==> src/rtl/cds_sample_accumulator_if.sv <==
// Bundle between the CDS sample accumulator and its environment: CDS window
// controls, ADC sample stream, record readout handshake and sticky status flags.
interface cds_sample_accumulator_if #(
  parameter int ADC_WIDTH = 16,
  parameter int ACC_WIDTH = 32,
  parameter int CNT_WIDTH = 16
);
  logic                 cds_clk1;
  logic                 cds_clk2;
  logic                 cds_done;
  logic [ADC_WIDTH-1:0] adc_data;
  logic                 adc_valid;
  logic [ACC_WIDTH:0]   out_diff;
  logic [CNT_WIDTH-1:0] out_n1;
  logic [CNT_WIDTH-1:0] out_n2;
  logic                 out_valid;
  logic                 out_ready;
  logic                 count_mismatch;
  logic                 seq_error;
  logic                 overflow;

  // Environment side: drives the CDS windows and samples, consumes records.
  modport master (
    output cds_clk1, cds_clk2, cds_done, adc_data, adc_valid, out_ready,
    input  out_diff, out_n1, out_n2, out_valid, count_mismatch, seq_error, overflow
  );

  // Accumulator side.
  modport slave (
    input  cds_clk1, cds_clk2, cds_done, adc_data, adc_valid, out_ready,
    output out_diff, out_n1, out_n2, out_valid, count_mismatch, seq_error, overflow
  );
endinterface

==> src/rtl/cds_sample_accumulator.sv <==
// Correlated double sampling accumulator: sums ADC samples in the reset and signal
// windows, then queues {sum2 - sum1, n1, n2} in a small show-ahead record buffer.
module cds_sample_accumulator #(
  parameter int ADC_WIDTH  = 16,
  parameter int ACC_WIDTH  = 32,
  parameter int CNT_WIDTH  = 16,
  parameter int FIFO_DEPTH = 4
) (
  input  logic clk,
  input  logic reset,
  cds_sample_accumulator_if.slave bus
);

  localparam int PTR_WIDTH = $clog2(FIFO_DEPTH);
  localparam int REC_WIDTH = ACC_WIDTH + 1 + 2 * CNT_WIDTH;
  localparam logic [CNT_WIDTH-1:0]   CNT_MAX  = '1;
  localparam logic [PTR_WIDTH:0]     CNT_FULL = (PTR_WIDTH + 1)'(FIFO_DEPTH);

  typedef enum logic [2:0] {
    IDLE,
    ACC1,
    GAP,
    ACC2,
    WAIT_DONE,
    PUSH
  } state_t;

  state_t               state_reg;
  logic [ACC_WIDTH-1:0] acc1_reg;
  logic [ACC_WIDTH-1:0] acc2_reg;
  logic [CNT_WIDTH-1:0] n1_reg;
  logic [CNT_WIDTH-1:0] n2_reg;
  logic                 seq_error_reg;
  logic                 count_mismatch_reg;
  logic                 overflow_reg;

  logic [ACC_WIDTH-1:0] sample_ext;
  logic [ACC_WIDTH-1:0] acc1_sum;
  logic [ACC_WIDTH-1:0] acc2_sum;
  logic [CNT_WIDTH-1:0] n1_inc;
  logic [CNT_WIDTH-1:0] n2_inc;

  assign sample_ext = ACC_WIDTH'(bus.adc_data);
  assign acc1_sum   = acc1_reg + sample_ext;
  assign acc2_sum   = acc2_reg + sample_ext;
  // Counters hold at all-ones rather than wrapping.
  assign n1_inc     = (n1_reg == CNT_MAX) ? n1_reg : n1_reg + CNT_WIDTH'(1);
  assign n2_inc     = (n2_reg == CNT_MAX) ? n2_reg : n2_reg + CNT_WIDTH'(1);

  // ------------------------------------------------------------------
  // Window sequencing and accumulation
  // ------------------------------------------------------------------
  always_ff @(posedge clk) begin
    if (reset) begin
      state_reg          <= IDLE;
      acc1_reg           <= '0;
      acc2_reg           <= '0;
      n1_reg             <= '0;
      n2_reg             <= '0;
      seq_error_reg      <= 1'b0;
      count_mismatch_reg <= 1'b0;
    end else begin
      case (state_reg)
        IDLE: begin
          if (bus.cds_clk1) begin
            state_reg <= ACC1;
            acc1_reg  <= bus.adc_valid ? sample_ext : '0;
            n1_reg    <= bus.adc_valid ? CNT_WIDTH'(1) : '0;
            acc2_reg  <= '0;
            n2_reg    <= '0;
          end else if (bus.cds_clk2 || bus.cds_done) begin
            seq_error_reg <= 1'b1;
          end
        end

        ACC1: begin
          if (bus.cds_clk1) begin
            if (bus.adc_valid) begin
              acc1_reg <= acc1_sum;
              n1_reg   <= n1_inc;
            end
          end else begin
            state_reg <= GAP;
          end
        end

        GAP: begin
          if (bus.cds_clk1 || bus.cds_done) begin
            seq_error_reg <= 1'b1;
            state_reg     <= IDLE;
          end else if (bus.cds_clk2) begin
            state_reg <= ACC2;
            if (bus.adc_valid) begin
              acc2_reg <= acc2_sum;
              n2_reg   <= n2_inc;
            end
          end
        end

        ACC2: begin
          if (bus.cds_clk2) begin
            if (bus.adc_valid) begin
              acc2_reg <= acc2_sum;
              n2_reg   <= n2_inc;
            end
          end else if (bus.cds_done) begin
            // cds_done coincident with the window 2 falling edge is legal.
            state_reg <= PUSH;
          end else begin
            state_reg <= WAIT_DONE;
          end
        end

        WAIT_DONE: begin
          if (bus.cds_done) begin
            state_reg <= PUSH;
          end else if (bus.cds_clk1 || bus.cds_clk2) begin
            seq_error_reg <= 1'b1;
            state_reg     <= IDLE;
          end
        end

        PUSH: begin
          state_reg <= IDLE;
          if (n1_reg != n2_reg) begin
            count_mismatch_reg <= 1'b1;
          end
        end

        default: state_reg <= IDLE;
      endcase
    end
  end

  // ------------------------------------------------------------------
  // Show-ahead record buffer
  // ------------------------------------------------------------------
  logic [REC_WIDTH-1:0] mem_reg [FIFO_DEPTH];
  logic [PTR_WIDTH-1:0] wr_ptr_reg;
  logic [PTR_WIDTH-1:0] rd_ptr_reg;
  logic [PTR_WIDTH:0]   count_reg;

  logic                 push;
  logic                 pop;
  logic                 full;
  logic                 push_ok;
  logic                 drop;
  logic [ACC_WIDTH:0]   diff;
  logic [REC_WIDTH-1:0] rec_in;
  logic [REC_WIDTH-1:0] head;

  assign diff    = {1'b0, acc2_reg} - {1'b0, acc1_reg};
  assign rec_in  = {diff, n1_reg, n2_reg};
  assign push    = (state_reg == PUSH);
  assign pop     = bus.out_valid && bus.out_ready;
  assign full    = (count_reg == CNT_FULL);
  // A full buffer still takes a record when the head leaves in the same cycle.
  assign push_ok = push && (!full || pop);
  assign drop    = push && full && !pop;

  generate
    for (genvar gi = 0; gi < FIFO_DEPTH; gi++) begin : g_entry
      always_ff @(posedge clk) begin
        if (reset) begin
          mem_reg[gi] <= '0;
        end else if (push_ok && (wr_ptr_reg == PTR_WIDTH'(gi))) begin
          mem_reg[gi] <= rec_in;
        end
      end
    end
  endgenerate

  always_ff @(posedge clk) begin
    if (reset) begin
      wr_ptr_reg   <= '0;
      rd_ptr_reg   <= '0;
      count_reg    <= '0;
      overflow_reg <= 1'b0;
    end else begin
      if (push_ok) begin
        wr_ptr_reg <= wr_ptr_reg + PTR_WIDTH'(1);
      end
      if (pop) begin
        rd_ptr_reg <= rd_ptr_reg + PTR_WIDTH'(1);
      end
      case ({push_ok, pop})
        2'b10:   count_reg <= count_reg + (PTR_WIDTH + 1)'(1);
        2'b01:   count_reg <= count_reg - (PTR_WIDTH + 1)'(1);
        default: count_reg <= count_reg;
      endcase
      if (drop) begin
        overflow_reg <= 1'b1;
      end
    end
  end

  assign head               = mem_reg[rd_ptr_reg];
  assign bus.out_diff       = head[REC_WIDTH-1 -: ACC_WIDTH+1];
  assign bus.out_n1         = head[2*CNT_WIDTH-1 -: CNT_WIDTH];
  assign bus.out_n2         = head[CNT_WIDTH-1:0];
  assign bus.out_valid      = (count_reg != '0);
  assign bus.count_mismatch = count_mismatch_reg;
  assign bus.seq_error      = seq_error_reg;
  assign bus.overflow       = overflow_reg;

endmodule

==> src/flat_wrapper.sv <==
// flat-port wrapper written by rule: the top's interface ports become plain ports
module cds_sample_accumulator_flat 
#(
  parameter int ADC_WIDTH  = 16,
  parameter int ACC_WIDTH  = 32,
  parameter int CNT_WIDTH  = 16,
  parameter int FIFO_DEPTH = 4
)
  (clk, reset, bus_cds_clk1, bus_cds_clk2, bus_cds_done, bus_adc_data, bus_adc_valid, bus_out_ready, bus_out_diff, bus_out_n1, bus_out_n2, bus_out_valid, bus_count_mismatch, bus_seq_error, bus_overflow);
  cds_sample_accumulator_if #(.ADC_WIDTH(ADC_WIDTH), .ACC_WIDTH(ACC_WIDTH), .CNT_WIDTH(CNT_WIDTH)) bus_i ();
  input  logic clk;
  input  logic reset;
  input wire logic [$bits(bus_i.cds_clk1)-1:0] bus_cds_clk1;
  input wire logic [$bits(bus_i.cds_clk2)-1:0] bus_cds_clk2;
  input wire logic [$bits(bus_i.cds_done)-1:0] bus_cds_done;
  input wire logic [$bits(bus_i.adc_data)-1:0] bus_adc_data;
  input wire logic [$bits(bus_i.adc_valid)-1:0] bus_adc_valid;
  input wire logic [$bits(bus_i.out_ready)-1:0] bus_out_ready;
  output wire logic [$bits(bus_i.out_diff)-1:0] bus_out_diff;
  output wire logic [$bits(bus_i.out_n1)-1:0] bus_out_n1;
  output wire logic [$bits(bus_i.out_n2)-1:0] bus_out_n2;
  output wire logic [$bits(bus_i.out_valid)-1:0] bus_out_valid;
  output wire logic [$bits(bus_i.count_mismatch)-1:0] bus_count_mismatch;
  output wire logic [$bits(bus_i.seq_error)-1:0] bus_seq_error;
  output wire logic [$bits(bus_i.overflow)-1:0] bus_overflow;
  assign bus_i.cds_clk1 = bus_cds_clk1;
  assign bus_i.cds_clk2 = bus_cds_clk2;
  assign bus_i.cds_done = bus_cds_done;
  assign bus_i.adc_data = bus_adc_data;
  assign bus_i.adc_valid = bus_adc_valid;
  assign bus_i.out_ready = bus_out_ready;
  assign bus_out_diff = bus_i.out_diff;
  assign bus_out_n1 = bus_i.out_n1;
  assign bus_out_n2 = bus_i.out_n2;
  assign bus_out_valid = bus_i.out_valid;
  assign bus_count_mismatch = bus_i.count_mismatch;
  assign bus_seq_error = bus_i.seq_error;
  assign bus_overflow = bus_i.overflow;
  cds_sample_accumulator #(.ADC_WIDTH(ADC_WIDTH), .ACC_WIDTH(ACC_WIDTH), .CNT_WIDTH(CNT_WIDTH), .FIFO_DEPTH(FIFO_DEPTH)) u_core (.clk(clk), .reset(reset), .bus(bus_i));
endmodule
==> config.mk <==
export PLATFORM = sky130hd
export DESIGN_NAME = cds_sample_accumulator_flat
export DESIGN_NICKNAME = d
export VERILOG_FILES = /design/src/rtl/cds_sample_accumulator_if.sv /design/src/rtl/cds_sample_accumulator.sv /design/src/flat_wrapper.sv
export SDC_FILE = /design/constraint.sdc
export NUM_CORES = 1
export LEC_CHECK = 0
export CAP_MARGIN = 10
export CORE_ASPECT_RATIO = 0.9
export CORE_MARGIN = 8
export CORE_UTILIZATION = 61
export CTS_CLUSTER_DIAMETER = 50
export DETAILED_ROUTE_END_ITERATION = 10
export PLACE_DENSITY = 0.8
export SYNTH_ARGS = -nofsm -noshare
export SYNTH_HDL_FRONTEND = slang
export SYNTH_SLANG_ARGS = --single-unit
==> constraint.sdc <==
create_clock -name clk -period 4 [get_ports clk]
set_input_delay 0.6 -clock clk [delete_from_list [all_inputs] [get_ports clk]]
set_output_delay 0.6 -clock clk [all_outputs]
set_load 0.05 [all_outputs]
Word-level counts from Yosys, hierarchy flattened
Memories as Yosys holds them, arrays and structs flattened. A register that Yosys moved wholly into a read port is not among the register bits. Cells that the tools add are included.

Register bits: 109. Bits in writable memories: 260. Output and inout bits: 69. Bits in read-only memories: 0. Latch bits: 0. Memories kept: 1. Input port bits: 23.

Reductions and logical operators: 27. Bitwise gates (word level): 4. Muxes and demuxes: 58. Equality and inequality tests: 28. Div/mod/pow operators: 0. Order comparisons: 0. $mul: 0. Add/sub/neg operators: 9. Shift operators: 0.

Memories: u_core.mem_reg (words 4, bits a word 65, read ports 1, clocked after Yosys merged registers in 1, wr ports 4, RTL line cds_sample_accumulator.sv:138) `logic [REC_WIDTH-1:0] mem_reg [FIFO_DEPTH];`.

Operator list (count): 65-bit 2-to-1 mux (4); 32-bit 2-to-1 mux (7); 16-bit 2-to-1 mux (10); 32-bit one-hot mux with 3 select lines (1); 32-bit by 16-bit adder with 32-bit output (2); 32-bit one-hot mux with 2 select lines (1); 16-bit one-hot mux with 3 select lines (1); 32-bit by 32-bit subtractor with 33-bit output (1); 16-bit by 1-bit adder with 16-bit output, second input constant (2); 16-bit equality test, second input constant (2); 16-bit one-hot mux with 2 select lines (1); 1-bit 2-to-1 mux (21); 3-bit 2-to-1 mux (7); 2-bit inequality test, second input constant (9); 16-bit inequality test (1); 3-bit one-hot mux with 5 select lines (1); 5-bit AND reduction (2); 3-bit equality test, second input constant (3); 3-bit nonzero test (3); 1-bit logical AND (8); 2-bit equality test, second input constant (3); 3-bit by 2-bit equality test with 1-bit output, second input constant (2); 2-bit by 1-bit inequality test with 1-bit output, second input constant (3); 3-bit by 2-bit inequality test with 1-bit output, second input constant (2); other kinds (18) (29).

Longest topological paths before layout
Word-level depth: 9. Mapped depth: 10. Gate-level depth less buffers: 10.

Worst setup path after synthesis
No wires, ideal clock.

Path type: in2reg. Start: in bus_out_ready. End: mem u_core.mem_reg[0][0] (netlist name) (enable). Setup slack: 0.939 ns. Stages: 5. Setup time: 0.695 ns. Required time: 3.305 ns. Arrival: 2.366 ns. Path buffers: 1. Path through: nor4b_1 > nor2b_1 > clkbuf_1 > nand2_1 > nand2_1.

RTL lines: start, declared (RTL line flat_wrapper.sv:18) `input wire logic [$bits(bus_i.out_ready)-1:0] bus_out_ready;`; end, declared (RTL line cds_sample_accumulator.sv:138).

==> flow_metrics.tcl <==
set metrics [dict create \
    outcome "complete, no violations" \
    cts_buffers 43 \
    slew_headroom_pct 41.8 \
    area_growth_syn_to_layout_pct 13.8 \
    rsz0062_at_grt "false" \
    hp-class "reg2reg" \
    via_count 14600 \
    power_leakage_nw 8.60 \
    gr-total-overflow 0 \
    synth_compound_area_share_pct 10.8 \
    fp-row-count 62 \
    die_h_um 186 \
    boundaryPins 92 \
    drive_gt1_share_pct 10.8 \
    yosys_register_bits 371 \
    largest_reg_flops 260 \
    drc 0 \
    tightest_slew_ns 0.872 \
    finalSetupViolCount 0 \
    tritoncts "built" \
    instances_no_fill 2324 \
    clk_path_buf_depth 3 \
    timing.final.crit_period_ns 3.42 \
    synthAdderAreaFrac_pct 4.86 \
    synthesis.nets 1901 \
    async_flop_share_pct 0 \
    clk_latency_ns 0.55 \
    nets 1971 \
    netlist_area_um2 19700 \
    cp-end-kind "output port" \
    crit_type "reg2out" \
    syn-mean-instance-area_um2 10.9 \
    tns_ns 0 \
    wire_per_inst_um 21.7 \
    grt_pass1_vias 14200 \
    post_cts_buffers 0 \
    crit_required_ns 3.40 \
    synth_xor_area_share_pct 4.71 \
    synth_seq_area_share_pct 50.9 \
    post-dp-hpwl_um 35100 \
    r2r_slack_ns 0.62 \
    cts_sinks 371 \
    synth_edf_count 260 \
    critical_path.startpoint_type "register" \
    vias_per_cell 6.26 \
    dp.cells 2245 \
    drtPass1Iterations 5 \
    synth_area_leaders "edfxtp_1 40%, dfxtp_1 11%, mux4_2 7.4%, nor2_1 4.9%, ha_1 4.4%" \
    cts_hold_buf 0 \
    period_share_pct 85.5 \
    die_w_um 205 \
    p_per_area_nw_per_um2 454 \
    synthMuxAreaShare_pct 7.80 \
    htreeDepth 2 \
    ys.flop_type "edfxtp_1" \
    slew_viol_final 0 \
    detail_route.wirelength_um 50500 \
    yosysUniqueCellTypes 87 \
    grt_max_degree 66 \
    cts_resized 0 \
    n_fill_cell 2224 \
    synth_cells 1804 \
    yosysWarnings 0 \
    track_usage_pct 26.0 \
    port_buffers 91 \
    cap_viol_max_count 0 \
    ant_nets 0 \
    peakVddDrop_mv 0.510 \
    place.gp.congestion 0.973 \
    clockRootBuffer "clkbuf_16" \
    cp_max_fo 30 \
    synth_top_family_by_area "simple AND/OR/NAND/NOR gates" \
    dieArea_um2 38300 \
    yosysTopAreaCell "edfxtp_1" \
    crit_arrival_ns 2.82 \
    fmax_ghz 0.293 \
    final_cell_mix "260 x edfxtp_1, 256 x nor2_1, 123 x nand2_1" \
    antenna_found_initial 4 \
    final_hold_viol_count 0 \
    yosys.area_share.simple_pct 17.6 \
    clk_pin_slew_ns 0.06 \
    design.core.area_um2 31900 \
    drtIter0Drc 1418 \
    skew_ns 0.0301 \
    final_common_cell "edfxtp_1" \
    grt_pass1_wl_um 79100 \
    initial_core_util_pct 61.7 \
    antennaDiodeCount 0 \
    netlist.area_leader.share_pct 39.7 \
]
-- logic make-up (layout without fill, tap and decap cells) --
group | after synthesis | after routing
adders and majority gates | 74 | 74
xor gates and xnor gates | 105 | 105
AOI/OAI and AO/OA | 323 | 323
buffers and inverters | 160 | 264
and+or+nand+nor | 699 | 699
muxes | 72 | 72
DFF | 371 | 371
-- through the flow --
stage                     instance area [µm²]  hold WS (ns)  setup slack (ns)  util [%]  total power [W]
after floorplan                         19700         0.444             0.939         -          0.00588
after global placement                  21000         0.456             0.557      66.0          0.00650
after detailed placement                21000         0.468             0.473      66.0          0.00654
after CTS                               22400         0.484             0.540      70.3           0.0102
after global routing                    22400         0.510             0.436      70.3           0.0105
final                                   22400         0.478             0.582      70.3           0.0102
-- cell usage after synthesis, types with 4 or more instances --
| cell | count |
|---|---|
| nand2b_1 | 17 |
| xnor2_1 | 53 |
| a31o_2 | 6 |
| and4_1 | 6 |
| a221oi_1 | 8 |
| buf_2 | 18 |
| a211oi_1 | 18 |
| dfxtp_1 | 111 |
| mux2i_1 | 6 |
| o21ai_0 | 59 |
| nor2b_1 | 10 |
| nor3_1 | 23 |
| fa_1 | 4 |
| a311oi_1 | 9 |
| or2_2 | 4 |
| a22oi_1 | 5 |
| a31oi_1 | 9 |
| a21o_1 | 20 |
| or3_1 | 18 |
| nor3_2 | 5 |
| a32o_1 | 4 |
| a21oi_1 | 107 |
| inv_1 | 59 |
| o21a_1 | 8 |
| ha_1 | 70 |
| and2_1 | 98 |
| mux4_2 | 65 |
| nor2_1 | 256 |
| o21bai_1 | 7 |
| clkbuf_1 | 68 |
| o31ai_1 | 6 |
| and3_1 | 51 |
| nand4_1 | 19 |
| nand3_1 | 36 |
| nor4_1 | 7 |
| a2111oi_0 | 5 |
| xor2_1 | 51 |
| o211ai_1 | 12 |
| buf_1 | 9 |
| nand2_1 | 127 |
| edfxtp_1 | 260 |
-- metal layers --
metal / wire [µm] / vias up / GRT usage [%]
met4: 1100 / 6 / 6.79
met2: 22700 / 648 / 39.8
met1: 22300 / 7090 / 37.9
li1: - / 6736 / -
met3: 4380 / 76 / 4.43
met5: 36 / - / 0
-- path summary, 6_finish.rpt --
path | endpoint | from | depth (start not counted)
min reg2reg | u_core.bus.overflow$_SDFFE_PP0P_ | u_core.bus.overflow$_SDFFE_PP0P_ | 2
min | u_core.bus.overflow$_SDFFE_PP0P_ | u_core.bus.overflow$_SDFFE_PP0P_ | 2
max reg2reg | u_core.mem_reg[3][62]$_SDFFCE_PN0P_ | u_core.acc2_reg[0]$_SDFFE_PP0P_ | 10
max | bus_out_diff[16] | register | 3
-- critical path: stages, from the launching register on --
cell and delay, ns:
dfxtp_4 0.57, buf_12 0.30, mux4_2 0.59, clkdlybuf4s50_1 0.76
-- layout make-up --
class / count / area (µm²) / share of cell area (%)
clock buffer: 51 / 1140 / 5.08
timing repair buffer: 125 / 1250 / 5.57
inverter: 60 / 225 / 1.01
multi-input combinational: 1273 / 9020 / 40.3
tap: 416 / 520 / 2.32
clock inverter: 28 / 213 / 0.950
sequential: 371 / 10000 / 44.8
-- power breakdown --
group	internal (W)	leakage [nW]	total, W	switching, W
logic	0.000802	4.38	0.00212	0.00132
registers	0.00423	3.55	0.00433	0.000102
clock network	0.00213	0.661	0.00372	0.00159
total	0.00716	8.60	0.0102	0.00301
(Power assumes the default switching activity.)
